`config.mk`:
```
export PLATFORM = sky130hd
export DESIGN_NAME = addr_region_decoder
export DESIGN_NICKNAME = d
export VERILOG_FILES = /design/src/rtl/addr_region_pkg.sv /design/src/rtl/addr_region_match.sv /design/src/rtl/addr_region_decoder.sv
export SDC_FILE = /design/constraint.sdc
export NUM_CORES = 1
export LEC_CHECK = 0
export CAP_MARGIN = 25
export CORE_MARGIN = 5
export CORE_UTILIZATION = 44
export CTS_CLUSTER_SIZE = 28
export DETAILED_ROUTE_END_ITERATION = 8
export PLACE_DENSITY = 0.85
export SLEW_MARGIN = 20
export SYNTH_ARGS = -nofsm -noshare
export SYNTH_HDL_FRONTEND = slang
export SYNTH_SLANG_ARGS = --single-unit
export TNS_END_PERCENT = 1
```
`constraint.sdc`:
```
create_clock -name clk -period 1.5 [get_ports clk]
set_input_delay 0.3 -clock clk [delete_from_list [all_inputs] [get_ports clk]]
set_output_delay 0.3 -clock clk [all_outputs]
set_load 0.01 [all_outputs]
```
`src/rtl/addr_region_pkg.sv`:
```
// rtl/addr_region_pkg.sv - shared types and reset table for address region decoders
package addr_region_pkg;

    // Widest address any decoder built on this table may use.
    localparam int REGION_MAX_W = 32;

    typedef struct packed {
        logic [REGION_MAX_W-1:0] value;
        logic [REGION_MAX_W-1:0] care;
    } region_cfg_t;

    // 101z and 001z; upper bits of wider addresses are don't-care for these two.
    localparam region_cfg_t REGION0_RST = '{value: 32'h0000_000A, care: 32'h0000_000E};
    localparam region_cfg_t REGION1_RST = '{value: 32'h0000_0002, care: 32'h0000_000E};
    // Remaining entries only match the all-zero address.
    localparam region_cfg_t REGION_DEFAULT_RST = '{value: 32'h0000_0000, care: 32'hFFFF_FFFF};

    function automatic region_cfg_t rst_entry(input int idx);
        case (idx)
            0:       return REGION0_RST;
            1:       return REGION1_RST;
            default: return REGION_DEFAULT_RST;
        endcase
    endfunction

endpackage

```
`src/rtl/addr_region_match.sv`:
```
// rtl/addr_region_match.sv - combinational wildcard match, lowest index wins
module addr_region_match #(
    parameter int ADDR_W      = 4,
    parameter int NUM_REGIONS = 2,
    parameter int IDX_W       = 1
) (
    input  logic [ADDR_W-1:0]                   addr,
    input  logic [NUM_REGIONS-1:0][ADDR_W-1:0]  value,
    input  logic [NUM_REGIONS-1:0][ADDR_W-1:0]  care,
    output logic                                hit,
    output logic [IDX_W-1:0]                    idx
);

    // Scan from the top down so the lowest matching entry is the last one written.
    always_comb begin
        hit = 1'b0;
        idx = '0;
        for (int i = NUM_REGIONS - 1; i >= 0; i--) begin
            if (((addr ^ value[i]) & care[i]) == '0) begin
                hit = 1'b1;
                idx = IDX_W'(i);
            end
        end
    end

endmodule

```
`src/rtl/addr_region_decoder.sv`:
```
// rtl/addr_region_decoder.sv - registered address region decoder with hit/miss statistics
module addr_region_decoder
    import addr_region_pkg::*;
#(
    parameter int ADDR_W      = 4,
    parameter int NUM_REGIONS = 2,
    parameter int CNT_W       = 8,
    localparam int IDX_W      = (NUM_REGIONS > 1) ? $clog2(NUM_REGIONS) : 1
) (
    input  logic              clk,
    input  logic              rst_n,
    input  logic              in_valid,
    output logic              in_ready,
    input  logic [ADDR_W-1:0] in_addr,
    input  logic              cfg_we,
    input  logic [IDX_W-1:0]  cfg_idx,
    input  logic [ADDR_W-1:0] cfg_value,
    input  logic [ADDR_W-1:0] cfg_care,
    output logic              out_valid,
    input  logic              out_ready,
    output logic [ADDR_W-1:0] out_addr,
    output logic              out_hit,
    output logic [IDX_W-1:0]  out_region,
    output logic [CNT_W-1:0]  hit_cnt,
    output logic [CNT_W-1:0]  miss_cnt
);

    logic [NUM_REGIONS-1:0][ADDR_W-1:0] value_q;
    logic [NUM_REGIONS-1:0][ADDR_W-1:0] care_q;
    logic [NUM_REGIONS-1:0][ADDR_W-1:0] rst_value;
    logic [NUM_REGIONS-1:0][ADDR_W-1:0] rst_care;
    logic                               match_hit;
    logic [IDX_W-1:0]                   match_idx;
    logic                               accept;
    logic                               drain;
    logic                               cfg_ok;
    region_cfg_t                        rst_e;

    assign in_ready = !out_valid || out_ready;
    assign accept   = in_valid && in_ready;
    assign drain    = out_valid && out_ready;
    assign cfg_ok   = cfg_we && (32'(cfg_idx) < NUM_REGIONS);

    // Reset table contents, narrowed to this decoder's address width.
    always_comb begin
        rst_e     = '0;
        rst_value = '0;
        rst_care  = '0;
        for (int i = 0; i < NUM_REGIONS; i++) begin
            rst_e        = rst_entry(i);
            rst_value[i] = ADDR_W'(rst_e.value);
            rst_care[i]  = ADDR_W'(rst_e.care);
        end
    end

    // Decode against the table as it stands before any same-cycle write.
    addr_region_match #(
        .ADDR_W      (ADDR_W),
        .NUM_REGIONS (NUM_REGIONS),
        .IDX_W       (IDX_W)
    ) u_match (
        .addr  (in_addr),
        .value (value_q),
        .care  (care_q),
        .hit   (match_hit),
        .idx   (match_idx)
    );

    // Region table: restored on reset, out-of-range writes dropped.
    always_ff @(posedge clk) begin
        if (!rst_n) begin
            value_q <= rst_value;
            care_q  <= rst_care;
        end else if (cfg_ok) begin
            value_q[cfg_idx] <= cfg_value;
            care_q[cfg_idx]  <= cfg_care;
        end
    end

    // Single-stage output register; reloads on accept, empties on a bare drain.
    always_ff @(posedge clk) begin
        if (!rst_n) begin
            out_valid  <= 1'b0;
            out_addr   <= '0;
            out_hit    <= 1'b0;
            out_region <= '0;
        end else if (accept) begin
            out_valid  <= 1'b1;
            out_addr   <= in_addr;
            out_hit    <= match_hit;
            out_region <= match_idx;
        end else if (drain) begin
            out_valid  <= 1'b0;
        end
    end

    // Saturating statistics, counted at the output handshake.
    always_ff @(posedge clk) begin
        if (!rst_n) begin
            hit_cnt  <= '0;
            miss_cnt <= '0;
        end else if (drain) begin
            if (out_hit) begin
                if (hit_cnt != {CNT_W{1'b1}}) begin
                    hit_cnt <= hit_cnt + 1'b1;
                end
            end else begin
                if (miss_cnt != {CNT_W{1'b1}}) begin
                    miss_cnt <= miss_cnt + 1'b1;
                end
            end
        end
    end

endmodule

```
==> impl_metrics.json <==
{
  "status": "finished clean",
  "io-pin-count": 42,
  "ys_ff_latch": 39,
  "dieHeight_um": 72.5,
  "power.total_w": 0.00206,
  "cts-root-buf": "clkbuf_8",
  "seq_area_frac_synth_pct": 45.4,
  "die_w_um": 72.5,
  "grt_pass1_wl_um": 6920,
  "clock_sinks": 39,
  "period_share_pct": 96.8,
  "antenna_found_initial": 0,
  "fin_area_sq_um": 2430,
  "diodes": 0,
  "synth_area_per_cell_sq_um": 8.68,
  "fin_setup_tns_ps": 0,
  "rsz0062_at_grt": "true",
  "finClkSkew_ps": 6.73,
  "drt_iter0_drc": 53,
  "grt_overflow": 0,
  "required_ps": 1200,
  "fillCellCount": 323,
  "yosys_warnings": 0,
  "vias_per_cell": 5.26,
  "syn_to_final_growth_pct": 41.6,
  "final_cell_mix": "nand2_1 (43), dfxtp_1 (29), dlygate4sd2_1 (18), clkdlybuf4s50_1 (17), buf_4 (17)",
  "gp_congestion": 0.893,
  "grt_max_degree": 13,
  "finalHoldViolations": 0,
  "async_flop_share_pct": 0,
  "syn_area_sq_um": 1720,
  "dr.pass1.iters": 4,
  "dp_hpwl_um": 3060,
  "h-tree-depth": 2,
  "drt_wl_total_um": 4160,
  "crit_cells": 1,
  "rows": 22,
  "period_minus_slack_ps": 1450,
  "cp-end-kind": "output port",
  "drive_gt1_share_pct": 20.2,
  "min_path_type": "flip-flop to flip-flop",
  "cp_cell_sequence": "clkdlybuf4s50_1",
  "dieArea_sq_um": 5250,
  "cp_slowest_cell": "clkdlybuf4s50_1",
  "synth_edf_count": 0,
  "path_class": "flip-flop to output port",
  "synth_ff_type": "dfxtp_1",
  "clockBufferDepth": 2,
  "peakVddDrop_mv": 0.559,
  "core_area_sq_um": 3720,
  "critical_path.max_stage_delay_ps": 530,
  "first_global_vias": 1597,
  "max-cap-violations": 0,
  "start_kind": "flip-flop",
  "utilization_pct": 65.5,
  "worst_pin_slew_ps": 343,
  "yosysUniqueCellTypes": 40,
  "port_buffers": 41,
  "leakage_nw": 1.08,
  "numCtsBuffers": 5,
  "critPathTopFamily": "buffers and inverters",
  "hold_slack_ps": 461,
  "r2r_cells": 5,
  "min_path_cells": 2,
  "syn_inst": 198,
  "route.detailed.drc": 0,
  "final_common_cell": "nand2_1",
  "track_usage_pct": 16.8,
  "synthesis.nets": 218,
  "cp_max_fo": 2,
  "insertion_delay_ps": 300,
  "nNetsFinal": 276,
  "critical_path_buf_inv_count": 1,
  "final_antenna_net_count": 0,
  "path_clk_slew_ps": 70,
  "setup_violations": 0,
  "cts_tree": "yes",
  "power.density_nw_per_um2": 846,
  "wire_per_inst_um": 13.6,
  "slew-limit-headroom_pct": 76.8,
  "slew_violations": 0,
  "worstPathArrival_ps": 1150,
  "vias": 1604,
  "fmax_mhz": 689,
  "placed_area_sq_um": 2280,
  "initial_core_util_pct": 46.2
}
-- metal layers --
metal / track usage (%) / part of all wire (%) / vias up
met5: 0 / 0 / -
met4: 6.97 / 2.1 / 0
met3: 4.71 / 6.5 / 10
met2: 29.8 / 48 / 44
met1: 18.7 / 43 / 745
li1: - / - / 805
-- synth_stat cells, types with 2 or more instances --
cell type	count	share of area [%]
a2111oi_4	2	3.2
a211oi_1	2	0.87
a21oi_1	18	5.2
a22oi_1	4	1.7
and3_1	3	1.1
clkbuf_1	6	1.3
dfxtp_1	39	45
ha_1	2	1.5
inv_1	2	0.44
mux2i_1	2	1.2
nand2_1	44	9.6
nand2b_1	2	0.73
nand3_1	17	5.0
nand4_1	2	0.73
nor2_1	11	2.4
o21ai_0	3	0.87
or3_1	2	0.73
xnor2_1	5	2.5
xor2_1	11	5.6
-- timing repair --
item | in CTS | in global routing
setup endpoints to repair | 25 | 17
resized for setup | 33 | 13
hold buffers | 0 | 0
setup buffers | 0 | 1
-- logic make-up (layout without fill, tap and decap cells) --
family | Yosys count | in the layout | share of synthesized area (%)
XOR/XNOR | 16 | 16 | 8.16
buffers and inverters | 10 | 69 | 2.26
multiplexers | 2 | 2 | 1.17
AND/OR/NAND/NOR | 91 | 91 | 25.3
adder cells (fa/ha/maj) | 2 | 2 | 1.46
AO/OA/AOI/OAI | 38 | 38 | 16.2
flip-flops | 39 | 39 | 45.4
-- power by group --
group	switching, W	internal [W]
combinational	0.000124	0.000137
sequential	0.0000312	0.00108
clock	0.000365	0.000325
-- registers in the layout (all words and copies together), names as in the netlist --
register,count
hit_cnt,8
out_hit,1
out_valid,1
care_q,8
miss_cnt,8
out_addr,4
out_region,1
value_q,8
-- layout make-up --
cell class | instances | area (sq um) | area share, %
clock inverters | 2 | 12.5 | 0.514
clock buffers | 6 | 72.6 | 2.98
flip-flops and latches | 39 | 793 | 32.6
well taps | 48 | 60.1 | 2.47
inverters | 3 | 11.3 | 0.463
multi-input cells | 149 | 953 | 39.2
repair buffers | 58 | 529 | 21.8
-- per-stage QoR --
| stage | worst slack [ps] | std cells |
|---|---|---|
| floorplan | -0.402 | 198 |
| global placement | -372 | 296 |
| detailed placement | -358 | 296 |
| CTS | -56.7 | 304 |
| global route | -35.1 | 305 |
| finish | 47.8 | 305 |
-- final timing paths --
kind | startpoint | to | slack [ps]
max reg2reg | hit_cnt[0] | hit_cnt[6] | 70
max | out_addr[1] | out_addr[1] | 50
min reg2reg | out_addr[2] | out_addr[2] | 460
min | out_addr[2] | out_addr[2] | 460
No activity file was read; power rests on OpenSTA's default activity.
